### config.mk
export PLATFORM = sky130hd
export DESIGN_NAME = ofmap_writer
export DESIGN_NICKNAME = d
export VERILOG_FILES = /design/src/rtl/ofmap_writer.sv
export SDC_FILE = /design/constraint.sdc
export NUM_CORES = 1
export LEC_CHECK = 0
export CAP_MARGIN = 25
export CORE_UTILIZATION = 45
export DETAILED_ROUTE_END_ITERATION = 16
export PLACE_DENSITY = 0.9
export SLEW_MARGIN = 30
export SYNTH_ARGS = -nofsm -noshare
export SYNTH_HDL_FRONTEND = slang
export SYNTH_SLANG_ARGS = --single-unit
### constraint.sdc
create_clock -name clk -period 3.5 [get_ports clk]
set_clock_uncertainty 0.05 [all_clocks]
set_input_delay 0.35 -clock clk [delete_from_list [all_inputs] [get_ports clk]]
set_output_delay 0.35 -clock clk [all_outputs]
set_load 0.02 [all_outputs]
### src/rtl/ofmap_writer.sv
// Drains a snapshot of the systolic array result bus into the ofmap SRAM one row per word,
// optionally accumulating onto the partial sums already stored (read-modify-write).
module ofmap_writer #(
   parameter int WIDTH           = 16,
   parameter int SRAM_ADDR_WIDTH = 10,
   parameter int I               = 4,
   parameter int J               = 4
) (
   input  logic                       clk,
   input  logic                       rst_n,
   input  logic                       start,
   input  logic                       acc,
   input  logic [SRAM_ADDR_WIDTH-1:0] base_addr,
   input  logic [I*J*WIDTH-1:0]       result,
   output logic                       sram_we,
   output logic [SRAM_ADDR_WIDTH-1:0] sram_addr,
   output logic [J*WIDTH-1:0]         sram_din,
   input  logic [J*WIDTH-1:0]         sram_dout,
   output logic                       busy,
   output logic                       done,
   output logic [2:0]                 dbg_state
);

   localparam int ROW_W    = (I > 1) ? $clog2(I) : 1;
   localparam int ROW_BITS = J * WIDTH;

   typedef enum logic [2:0] {
      S_IDLE  = 3'd0,
      S_WRITE = 3'd1,
      S_READ  = 3'd2,
      S_ADDW  = 3'd3,
      S_DONE  = 3'd4
   } state_t;

   state_t                     state_q, state_d;
   logic [ROW_W-1:0]           row_q, row_d;
   logic [I*J*WIDTH-1:0]       snap_q, snap_d;
   logic [SRAM_ADDR_WIDTH-1:0] base_q, base_d;
   logic                       acc_q, acc_d;

   logic                       last_row;
   logic [SRAM_ADDR_WIDTH-1:0] row_addr;
   logic [ROW_BITS-1:0]        snap_row;
   logic [ROW_BITS-1:0]        sum_row;

   assign last_row = (row_q == ROW_W'(I - 1));
   // Address arithmetic wraps naturally at the top of the SRAM.
   assign row_addr = base_q + SRAM_ADDR_WIDTH'(row_q);
   assign snap_row = snap_q[row_q*ROW_BITS +: ROW_BITS];

   // Lane-wise sum: each element wraps on its own, no carry into its neighbour.
   always_comb begin
      sum_row = '0;
      for (int j = 0; j < J; j++) begin
         sum_row[j*WIDTH +: WIDTH] = snap_row[j*WIDTH +: WIDTH] + sram_dout[j*WIDTH +: WIDTH];
      end
   end

   always_comb begin
      state_d = state_q;
      row_d   = row_q;
      snap_d  = snap_q;
      base_d  = base_q;
      acc_d   = acc_q;
      case (state_q)
         S_IDLE: begin
            if (start) begin
               snap_d  = result;
               base_d  = base_addr;
               acc_d   = acc;
               row_d   = '0;
               state_d = acc ? S_READ : S_WRITE;
            end
         end
         S_WRITE: begin
            if (last_row) state_d = S_DONE;
            else          row_d   = row_q + ROW_W'(1);
         end
         S_READ: begin
            state_d = S_ADDW;
         end
         S_ADDW: begin
            if (last_row) begin
               state_d = S_DONE;
            end else begin
               row_d   = row_q + ROW_W'(1);
               state_d = S_READ;
            end
         end
         S_DONE:  state_d = S_IDLE;
         default: state_d = S_IDLE;
      endcase
   end

   always_ff @(posedge clk or negedge rst_n) begin
      if (!rst_n) begin
         state_q <= S_IDLE;
         row_q   <= '0;
         snap_q  <= '0;
         base_q  <= '0;
         acc_q   <= 1'b0;
      end else begin
         state_q <= state_d;
         row_q   <= row_d;
         snap_q  <= snap_d;
         base_q  <= base_d;
         acc_q   <= acc_d;
      end
   end

   always_comb begin
      sram_we   = (state_q == S_WRITE) || (state_q == S_ADDW);
      busy      = (state_q == S_WRITE) || (state_q == S_READ) || (state_q == S_ADDW);
      done      = (state_q == S_DONE);
      sram_addr = busy ? row_addr : '0;
      sram_din  = '0;
      if (state_q == S_WRITE) sram_din = snap_row;
      if (state_q == S_ADDW)  sram_din = sum_row;
      dbg_state = state_q;
   end

endmodule

==> results.md <==
| Metric | Value | Unit |
| --- | --- | --- |
| Tmin final | 4.21 | ns |
| CTS root buf | sky130_fd_sc_hd__clkbuf_16 | - |
| Share of the synthesized area in the top cell type | 43.3 | % |
| Aggregate routed wire length | 58.2 | mm |
| Number of antenna violations at the first check in global routing | 3 | - |
| Vias in the first global route | 15193 | - |
| Count of endpoints failing hold in the final timing report | 0 | - |
| Most common cell type on the critical path | sky130_fd_sc_hd__buf_4 | - |
| Die outline width | 189 | µm |
| Setup Crit Path Kind | reg2out | - |
| Final worst setup slack | -0.713 | ns |
| Synth Warn # | 0 | - |
| Worst min path class | in2async | - |
| Detail-routed via count per cell | 5.98 | - |
| Share of flip-flops with an asynchronous set or reset | 100 | % |
| Post-synth top area cell | sky130_fd_sc_hd__dfrtp_1 | - |
| Largest net degree at the start of global routing | 124 | - |
| Critical path launch point type | register | - |
| H-Tree Depth | 1 | - |
| Largest delay contributor family on the critical path | multiplexers | - |
| Register bit count reported by yosys | 271 | - |
| Arrival time reported for the critical path endpoint | 3.81 | ns |
| Gate Count Post-Synth | 1296 | - |
| Required time at the worst-slack endpoint | 3.10 | ns |
| Total routing usage reported by global routing | 30.2 | % |
| Estimated wirelength of the detail-placed design | 37.9 | mm |
| Buffer levels on the longest clock path | 3 | - |
| DR iter-0 viols | 1041 | - |
| Ordered cell list for the critical path | buf_12 > mux4_2 > ha_4 > buf_4 > a211oi_4 > o211ai_1 > buf_4 > a311o_1 > mux2i_2 > nor3_2 > nor3_2 > buf_4 | - |
| Initial Util | 46.3 | % |
| Number of buffers and inverters on the critical path | 4 | - |
| Layout overhead on the synthesized area | 56.2 | % |
| Reg2Reg Setup Slack | 0.96 | ns |
| Max layer used | met4 | - |
| Number of nets in the layout | 2302 | - |
| Number of maximum-capacitance constraint violations | 0 | - |
| Average routed wire per standard cell | 24.5 | µm |
| Synth Flop Type | sky130_fd_sc_hd__dfrtp_1 | - |
| Fmax | 0.237 | GHz |
| Fin Hold WS | 0.350 | ns |
| Clock tree from TritonCTS | yes | - |
| Kind of end point of the critical path | output pin | - |
| Largest stage delay on the critical path | 0.55 | ns |
| Mapped cell area | 15700 | µm² |
| Power density of the placed cells | 1270 | nW/µm² |
| Max-slew violation count | 0 | - |
| Wire length of the first global-routing pass | 83.7 | mm |
| Syn Nets | 1698 | - |
| Violated checks | setup timing | - |
| Share of the clock period used by the worst path after layout | 120 | % |
| Crit. Startpoint | row_q[0] | - |
| GP Congestion | 0.908 | - |
| Met2 routed WL | 29.3 | mm |
| Final core utilization | 72.3 | % |
| Worst slew pin tran | 0.817 | ns |
| Largest cells by area after synthesis | sky130_fd_sc_hd__dfrtp_1 43%, sky130_fd_sc_hd__mux2_2 19%, sky130_fd_sc_hd__mux4_2 9.2% | - |
| Die Outline Area | 35600 | µm² |
| Layout fillers | 2055 | - |
| Endpoint of the most critical register-to-register path | snap_q[208] | - |
| Total number of vias | 14192 | - |
| Leak | 10.2 | nW |
| Unique cell type count in the Yosys netlist | 70 | - |
| Fraction of the yosys area taken by sequential cells | 43.3 | % |
| # rows | 67 | - |
| Pre-CTS setup slack | -0.682 | ns |
| Fraction of layout cells with a size suffix above 1 | 44.8 | % |
| Synthesized area per cell | 12.1 | µm² |
| IO Count | 414 | - |
| Number of detailed-route iterations in the first pass | 5 | - |
| Post-detailed-route count of antenna-violating nets | 0 | - |
| DRT met1 WL | 20.6 | mm |
| Result of the run | finished, violations left | - |
| Inserted Clock Buffers | 28 | - |
| Slowest-stage cell, CP | sky130_fd_sc_hd__mux4_2 | - |
| CTS clock-pin slew for the worst setup and hold paths | 0.07 | ns |
| Die height | 189 | µm |
| Count of input and output buffers | 413 | - |
| Std-Cell Core Area | 33900 | µm² |
| Largest voltage drop on the vdd net | 0.786 | mV |
| Leading cell type by number of instances after synthesis | sky130_fd_sc_hd__dfrtp_1 | - |
| Unrepaired setup endpoints after global routing | true | - |
| Length in cells of the worst reg-to-reg path | 4 | - |
| Startpoint of the worst register-to-register path | dbg_state[1] | - |
| Biggest fanout along the worst timing path | 7 | - |
| DRC errors left | 0 | - |
| Number of enable-type register cells in the synthesized netlist | 0 | - |
| Met3 Routed Length | 4.68 | mm |
| Final setup violation count | 52 | - |
| Clock insertion delay at the later pin of the skew report | 0.55 | ns |
| # clock sinks | 271 | - |
| Most instantiated cells after synthesis | 271 x sky130_fd_sc_hd__dfrtp_1, 259 x sky130_fd_sc_hd__mux2_2, 78 x sky130_fd_sc_hd__nor2_1 | - |
| Grt ovf | 0 | - |
| Relative max-transition margin | 45.5 | % |
-- registers in the layout, summed over array words and instances (netlist names) --
register	flops
dbg_state	3
base_q	10
row_q	2
snap_q	256
-- worst reg2reg max path, delay by kind of cell, from the launching register on --
family / cells / cell delay, ns
muxes: 1 / 0.72
buffers and inverters: 2 / 0.71
DFF: 1 / 0.61
and+or+nand+nor: 1 / 0.32
-- worst max-delay path by stage --
stage | end | cells after the start
after CTS | sram_din[31] | 12
after detailed placement | sram_din[63] | 11
after global placement | sram_din[63] | 11
after floorplan | sram_din[47] | 10
after global routing | sram_din[15] | 12
final | sram_din[15] | 12
-- report_power, final --
group	internal [mW]	switching [mW]	leakage, nW
Combinational	11.2	10.7	6.46
Sequential	4.74	1.15	3.24
Clock	2.00	1.30	0.502
-- layer usage --
metal	vias up	GRT usage, %
li1	6048	-
met1	7080	34.4
met2	826	53.2
met3	238	6.31
met4	0	15.9
met5	-	0
-- logic make-up (layout without fill, tap and decap cells) --
family	count (synthesis)	in the layout	synth area share [%]
mux	353	353	29.8
flops	271	271	43.3
simple gates	259	259	8.02
compound gates	214	214	8.84
buf+inv	100	726	2.67
fa+ha+maj	68	68	5.67
xor+xnor	31	31	1.73
other cells	0	3	0
-- cell type report --
type,instances,area [µm²],share of cell area [%]
diodes,3,7.51,0.0307
clock buffers,38,820,3.35
clock inverters,14,200,0.818
inverters,28,110,0.450
multi-input cells,925,9850,40.2
flip-flops and latches,271,6790,27.7
well taps,448,561,2.29
repair buffers,646,6140,25.1
-- cell usage in the layout (no fill, tap or decap), drive strengths merged, types with 5 or more instances in the layout --
cell and n:
a211oi 15, a21o 15, a21oi 59, and2 5
and3 8, buf 292, bufinv 5, clkbuf 43
clkdlybuf4s50 342, clkinv 8, dfrtp 271, fa 5
ha 63, inv 27, mux2 267, mux2i 22
mux4 64, nand2 62, nand2b 15, nand3 28
nand4 5, nor2 78, nor2b 7, nor3 20
o211ai 10, o21a 14, o21ai 52, o31a 5
or3 8, xnor2 20, xor2 11
-- repair_timing --
| action | in CTS | in global routing |
|---|---|---|
| endpoints found under the setup margin | 65 | 64 |
| pin swaps | 28 | 77 |
| endpoints found under the hold margin | 75 | 0 |
| gates cloned | 2 | 1 |
| resized for setup | 459 | 150 |
| hold buffers | 1 | 0 |
| setup buffers | 20 | 34 |
-- per-stage QoR --
step                      instances  power (mW)  instance area, µm²  TNS [ns]
final                          2373        31.1               24500    -23.07
after global routing           2373        32.5               24500    -28.48
after CTS                      2336        28.0               23500    -19.30
after detailed placement       2261        22.8               21600    -16.63
after global placement         2261        22.1               21600    -13.93
after floorplan                1296        15.8               15700   -0.0381
Note: power is estimated with default switching activity, not from simulation.
